===== config.mk =====
export PLATFORM = sky130hd
export DESIGN_NAME = pwm_duty_sched
export DESIGN_NICKNAME = d
export VERILOG_FILES = /design/src/rtl/pwm_sched_pkg.sv /design/src/rtl/rr_arb2.sv /design/src/rtl/pwm_duty_sched.sv
export SDC_FILE = /design/constraint.sdc
export NUM_CORES = 1
export LEC_CHECK = 0
export ABC_AREA = 1
export ABC_CLOCK_PERIOD_IN_PS = 3050
export BUFFER_PORTS_ARGS = -buffer_cell sky130_fd_sc_hd__buf_2
export CELL_PAD_IN_SITES_DETAIL_PLACEMENT = 2
export CELL_PAD_IN_SITES_GLOBAL_PLACEMENT = 2
export CORE_MARGIN = 1
export CORE_UTILIZATION = 31
export DETAILED_ROUTE_END_ITERATION = 8
export PLACE_DENSITY_LB_ADDON = 0.1
export SKIP_CTS_REPAIR_TIMING = 1
export SYNTH_ARGS = -nofsm -noshare
export SYNTH_HDL_FRONTEND = slang
export SYNTH_SLANG_ARGS = --single-unit

===== constraint.sdc =====
create_clock -name clk -period 3.05 [get_ports clk]
set_clock_uncertainty 0.1 [all_clocks]
set_input_delay 0.305 -clock clk [delete_from_list [all_inputs] [get_ports clk]]
set_output_delay 0.305 -clock clk [all_outputs]
set_load 0.005 [all_outputs]

===== src/rtl/pwm_sched_pkg.sv =====
// Shared types and constants for the PWM duty-cycle scheduler.
package pwm_sched_pkg;

    typedef enum logic [1:0] {IDLE, SLEW, SETTLE} sched_state_t;

    typedef logic [7:0] duty_t;

    localparam duty_t PCNT_MAX = 8'hFF;

endpackage


===== src/rtl/rr_arb2.sv =====
// Two-requester round-robin arbiter; the requester not served last wins a tie.
module rr_arb2 (
    input  logic [1:0] req,
    input  logic       en,
    input  logic       last,   // 1: requester 1 was granted last
    output logic [1:0] grant
);

    assign grant[0] = en & req[0] & (~req[1] | last);
    assign grant[1] = en & req[1] & (~req[0] | ~last);

endmodule


===== src/rtl/pwm_duty_sched.sv =====
// Shares one PWM duty input between two requesters, slewing changes at period
// boundaries in bounded steps and reporting completion after a settle wait.
module pwm_duty_sched
    import pwm_sched_pkg::*;
#(
    parameter int STEP           = 8,
    parameter int SETTLE_PERIODS = 4
) (
    input  logic       clk,
    input  logic       rst_n,
    input  logic       a_valid,
    input  logic [7:0] a_duty,
    output logic       a_ready,
    input  logic       b_valid,
    input  logic [7:0] b_duty,
    output logic       b_ready,
    output logic [7:0] duty,
    output logic       busy,
    output logic       grant_b,
    output logic       done
);

    sched_state_t      state, state_nxt;
    duty_t             pcnt;
    duty_t             target;
    duty_t             req_duty;
    logic [7:0]        settle_cnt;
    logic              last_b;
    logic              wrap;
    logic [1:0]        grant;
    logic signed [8:0] diff;
    logic [8:0]        mag;
    logic              final_step;
    logic              settle_last;

    rr_arb2 u_arb (
        .req   ({b_valid, a_valid}),
        .en    (state == IDLE),
        .last  (last_b),
        .grant (grant)
    );

    assign a_ready  = grant[0];
    assign b_ready  = grant[1];
    assign req_duty = grant[1] ? b_duty : a_duty;
    assign busy     = (state != IDLE);
    assign wrap     = (pcnt == PCNT_MAX);

    // 9-bit signed difference keeps the step direction and size free of 8-bit wrap.
    assign diff        = $signed({1'b0, target}) - $signed({1'b0, duty});
    assign mag         = diff[8] ? 9'(-diff) : 9'(diff);
    assign final_step  = (mag <= 9'(STEP));
    assign settle_last = ({1'b0, settle_cnt} + 9'd1) == 9'(SETTLE_PERIODS);

    always_ff @(posedge clk or negedge rst_n) begin
        if (!rst_n) state <= IDLE;
        else        state <= state_nxt;
    end

    always_comb begin
        state_nxt = state;
        case (state)
            IDLE:    if (|grant) state_nxt = (req_duty == duty) ? SETTLE : SLEW;
            SLEW:    if (wrap && final_step) state_nxt = SETTLE;
            SETTLE:  if (wrap && settle_last) state_nxt = IDLE;
            default: state_nxt = IDLE;
        endcase
    end

    always_ff @(posedge clk or negedge rst_n) begin
        if (!rst_n) begin
            pcnt       <= '0;
            duty       <= '0;
            target     <= '0;
            grant_b    <= 1'b0;
            last_b     <= 1'b1;
            settle_cnt <= '0;
            done       <= 1'b0;
        end else begin
            pcnt <= pcnt + 8'd1;
            done <= (state == SETTLE) && wrap && settle_last;
            case (state)
                IDLE: begin
                    // Duty is never touched on the accept edge, even when it is a wrap.
                    if (|grant) begin
                        target     <= req_duty;
                        grant_b    <= grant[1];
                        last_b     <= grant[1];
                        settle_cnt <= '0;
                    end
                end
                SLEW: begin
                    if (wrap) begin
                        if (final_step) begin
                            duty       <= target;
                            settle_cnt <= '0;
                        end else if (diff[8]) begin
                            duty <= duty - 8'(STEP);
                        end else begin
                            duty <= duty + 8'(STEP);
                        end
                    end
                end
                SETTLE: begin
                    if (wrap) settle_cnt <= settle_cnt + 8'd1;
                end
                default: ;
            endcase
        end
    end

endmodule


* Yosys cells after proc, flatten, opt, wreduce, memory -nomap -nowiden
Cells that the tools add are included.
** Word-level totals
- Register bits after elaboration :: 37
- Bits of input ports :: 20
- Logic and storage cells :: 62
** Operators by class
- Add/sub/neg operators :: 7
- Magnitude comparators :: 1
- Eq/ne operators :: 11
- Muxes and demuxes :: 14
- Bitwise logic cells :: 9
- Reduce and logical (&&, ||, !) cells :: 12
** Operator list (number)
- 8-bit two-way mux :: 7
- 8-bit one-hot mux with 3 select lines :: 1
- 8-bit by 1-bit adder with 8-bit output, second input constant :: 2
- 2-bit inequality test, second input constant :: 6
- 8-bit by 1-bit adder with 9-bit output, second input constant :: 1
- 9-bit by 3-bit == test with 1-bit output, second input constant :: 1
- 9-bit by 4-bit <= comparator with 1-bit output, second input constant :: 1
- 9-bit two-way mux :: 1
- 9-bit negator :: 1
- 8-bit by 8-bit subtractor with 9-bit output :: 1
- 8-bit by 4-bit adder with 8-bit output, second input constant :: 1
- 8-bit == test :: 1
- 8-bit == test, second input constant :: 1
- 2-bit two-way mux :: 4
- 8-bit by 4-bit subtractor with 8-bit output, second input constant :: 1
- 2-bit one-hot mux with 3 select lines :: 1
- 5-bit AND reduction :: 1
- 1-bit bitwise AND :: 4
- 1-bit logical AND :: 4
- 2-bit AND reduction :: 2
- 1-bit NOT :: 3
- 3-bit AND reduction :: 1
- 3-bit nonzero test :: 1
- 2-bit by 1-bit == test with 1-bit output, second input constant :: 1
- other kinds (5) :: 6

* Longest topological paths before layout
- Depth in word-level cells :: 8
- Depth in mapped cells :: 20
- Depth with buffers taken out :: 20

* Cells and area by module
From an unflattened synthesis, not the netlist that was laid out.
** Unflattened totals
- Cell total of the unflattened synthesis :: 397
- Area, all modules :: 2880.3 µm²
** Modules (own cells, without submodules)
- pwm_duty_sched :: times used 1, cells each 392, area an instance 2859.0 µm²
- rr_arb2 :: times used 1, cells each 5, area an instance 21.3 µm²

* Least setup slack after synthesis
Ideal clock, no wire load.
- Path type :: register to register
- Start point :: register duty[0]
- End point :: register duty[7]
- Data arrival time :: 2.674 ns
- Required time :: 2.867 ns
- Slack :: 0.194 ns
- Stages on the path, launching flop included :: 18
- Clock period less this slack :: 2.856 ns
- Path through :: dfrtp_1 ha_1 inv_1 fa_1 nand2_2 nand2_2 nand2_2 nor2_4 nor2_8 inv_2 fa_1 o21ai_0 xor2_1 xnor2_1 inv_1 nand2_1 nand3_1 o21ai_0
** Between the ends
- Word-level cells in the longest chain between the ends :: 5
** RTL lines
- start, declared :: line pwm_duty_sched.sv:17 : output logic [7:0] duty,
- start signal, assigned :: line pwm_duty_sched.sv:95 : duty <= target;
- start signal, assigned :: line pwm_duty_sched.sv:98 : duty <= duty - 8'(STEP);
- start signal, assigned :: line pwm_duty_sched.sv:100 : duty <= duty + 8'(STEP);
- 8-bit by 8-bit subtractor with 9-bit output :: line pwm_duty_sched.sv:50 : assign diff = $signed({1'b0, target}) - $signed({1'b0, duty});
- 9-bit negator :: line pwm_duty_sched.sv:51 : assign mag = diff[8] ? 9'(-diff) : 9'(diff);
- 9-bit two-way mux :: line pwm_duty_sched.sv:51
- 9-bit by 4-bit <= comparator with 1-bit output :: line pwm_duty_sched.sv:52 : assign final_step = (mag <= 9'(STEP));
- 8-bit two-way mux (*) :: line pwm_duty_sched.sv:94 : if (final_step) begin
Mark *: on every way between the ends. The rest lies on a longest branch, timed or not.
A chain may end at the register's enable or synchronous reset.

* Worst setup path after layout
- Start point :: register target[0]
- End point :: register duty[4]
** Between the ends
- Word-level cells in the longest chain between the ends :: 5
** RTL lines
- start, declared :: line pwm_duty_sched.sv:25 : duty_t target;
- start signal, assigned :: line pwm_duty_sched.sv:86 : target <= req_duty;
- 8-bit by 8-bit subtractor with 9-bit output (*) :: line pwm_duty_sched.sv:50
- 9-bit negator :: line pwm_duty_sched.sv:51
- 9-bit two-way mux :: line pwm_duty_sched.sv:51
- 9-bit by 4-bit <= comparator with 1-bit output :: line pwm_duty_sched.sv:52
- 8-bit two-way mux (*) :: line pwm_duty_sched.sv:94
Marked as above.

==> reports/qor.txt <==
status -> completed
Critical Path Fanout Max -> 6
grt total ovfl -> 0
cells along the critical path -> inv_1 > ha_1 > inv_1 > fa_2 > inv_1 > ha_2 > nand2_2 > inv_1 > nand2_2 > nand2_1 > nand3_1 > nand2_2 > a21oi_4 > nand4_4 > buf_4 > nor2_1 > o21ai_2
First-pass DRT Iterations -> 4
Leakage -> 1.79 nW
Top Ports -> 33
Crit path depth -> 17
Reg-to-Reg Start -> target[0]
distinct cell type count after synthesis -> 38
Die Y -> 99.2 um
DRT Wirelength -> 8.75 mm
final std cells w/o fill -> 554
Setup Crit Path Kind -> flip-flop to flip-flop
register share of total power -> 19.3%
Final Cycle Share -> 94.5%
CTS clk-pin slew, worst paths -> 0.07 ns
IO Port Bufs -> 32
antenna violations before repair -> 0
CP endpoint kind -> flip-flop
Slowest Stage Delay on Critical Path -> 0.51 ns
#FFs+latches synth -> 37
share of cells above drive strength 1 -> 26.6%
TritonCTS Buffers -> 5
most frequent cell after synthesis -> nand2_1
first-pass GRT wire length -> 14.6 mm
Slew HR -> 42.6%
sequential fraction of the synthesis area -> 31.7%
max_cap viols -> 0
number of core rows -> 35
Critical path destination -> duty[4]
internal reg-to-reg setup slack -> 0.17 ns
vias per cell -> 4.93
DR vias -> 2731
Syn Nets -> 424
Main synth FF type -> dfrtp_1
Slowest-stage cell, CP -> fa_2
CTS tree -> done
largest cells by area after synthesis -> dfrtp_1, nand2_1, ha_1
sw frac -> 52.2%
vias in the first global route -> 2998
power share of the clock group -> 10.1%
Post-Syn Instances -> 387
Iter 0 DRT Violations -> 90
Final min period -> 2.88 ns
Die Width -> 99.2 um
RR Endpoint -> duty[4]
clock tree buffer depth -> 2
CP top delay family -> adder cells
remaining antenna violation count after routing -> 0
Setup violations, final -> 0
HP Class -> input port to async pin
Final GP Congestion -> 0.764
Worst Reg-to-Reg Cells -> 17
Gate power share -> 70.6%
later-pin clock latency in the skew report -> 0.29 ns
VDD IR max -> 0.363 mV
core outline area -> 9200 um2
CP Data Required Time -> 3.13 ns
RSZ-0062 raised after global routing -> yes
Net Sw Power -> 1.85 mW
largest net degree at the start of global routing -> 38
Synth top area share -> 30.8%
clock sinks -> 37
nets -> 479
Buf/Inv on CP -> 5
final core utilization -> 38.1%
CP Launch Type -> flip-flop
PwrDens -> 1010 nW/um2
critical path arrival -> 2.96 ns
routed len/inst -> 15.8 um
Synth Warn # -> 0
fillcell total -> 1119
Initial Util -> 31.8%
Final Max Slew Viols -> 0
DIE AREA -> 9830 um2
Post-Syn Area -> 2930 um2
EDFF count, synth -> 0
dpl hpwl -> 7.30 mm
DP Cell Count -> 542
Final Hold Fails -> 0
CP Launch Point -> target[0]
Area Growth Syn to Fin -> 19.8%
Worst-Margin Slew -> 0.861 ns
Root Driver -> clkbuf_8
largest area contributor in the netlist -> dfrtp_1
critical path's most frequent cell -> inv_1
P_int -> 1.70 mW
GRT Util Overall -> 19.1%
Async S/R FF share, synth -> 100%
DP Area -> 3320 um2
htree depth -> 2
most frequent cells after synthesis -> nand2_1, inv_1, dfrtp_1
Post-route DRC -> 0
Avg Cell Area, Syn -> 7.56 um2
# diodes -> 0
Max Clk Rate -> 347 MHz
design area -> 3510 um2
[area by class of cell]
type,count,area [um2],share of cell area (%)
inverter,58,218,6.21
clock buffer,8,90.1,2.57
timing repair buffer,50,299,8.53
tap,111,139,3.96
sequential,37,927,26.4
multi-input combinational,290,1830,52.3
[worst min path at each step]
stage,startpoint,end,slack (ns),depth (start not counted)
floorplan,rst_n,done,-0.09,0
global placement,pcnt[0],pcnt[0],0.34,1
detailed placement,grant_b,grant_b,0.36,2
CTS,rst_n,pcnt[5],0.05,1
global route,rst_n,pcnt[5],0.09,1
finish,rst_n,pcnt[2],0.02,1
[logic make-up after synthesis]
family	share of synthesized area (%)
adder cells (fa/ha/maj)	7.78
multiplexers	0.342
AND/OR/NAND/NOR	36.0
buffers and inverters	7.82
flip-flops	31.7
XOR/XNOR	7.48
AO/OA/AOI/OAI	8.89
[metal layers]
| layer | track usage [%] | part of all wire [%] | vias up |
|---|---|---|---|
| met2 | 36.0 | 53 | 14 |
| met1 | 23.1 | 44 | 1348 |
| met4 | 5.20 | 1.4 | 0 |
| met5 | 0 | 0 | - |
| li1 | - | - | 1358 |
| met3 | 2.04 | 1.5 | 11 |
[cells in the final DEF (no fill, tap or decap), drive strengths merged, types with 3 or more instances in the layout]
cell,Yosys,layout
or2,7,7
inv,54,55
nand2,111,111
dfrtp,36,36
clkinv,4,3
nand3,33,33
nor3,4,4
nand4,19,19
o21ai,29,29
clkbuf,1,8
nor2,29,29
a21oi,11,11
xor2,21,21
buf,1,50
xnor2,4,4
ha,15,15
[power by group through the flow]
stage                     Sequential, mW  Clock (mW)  Combinational, mW
after floorplan                    0.662           0               1.70
after global placement             0.690           0               2.29
after detailed placement           0.695           0               2.38
after CTS                          0.686       0.375               2.39
after global routing               0.705       0.387               2.79
final                              0.686       0.358               2.50
[sequential cells by signal, indices dropped and copies added (netlist names)]
register and flops:
duty 8, settle_cnt 8, state 2, done 1, grant_b 1, target 8
last_b 1, pcnt 8
[stage by stage]
step / hold slack (ns) / total power, mW / setup TNS (ns) / setup WS (ns)
floorplan: -0.0906 / 2.36 / 0 / 0.194
global placement: 0.344 / 2.98 / 0 / 0.158
detailed placement: 0.357 / 3.07 / 0 / 0.000263
CTS: 0.0452 / 3.45 / -0.0180 / -0.0180
global route: 0.0901 / 3.88 / -0.0480 / -0.0276
finish: 0.0217 / 3.55 / 0 / 0.169
No activity file was read; power rests on OpenSTA's default activity.
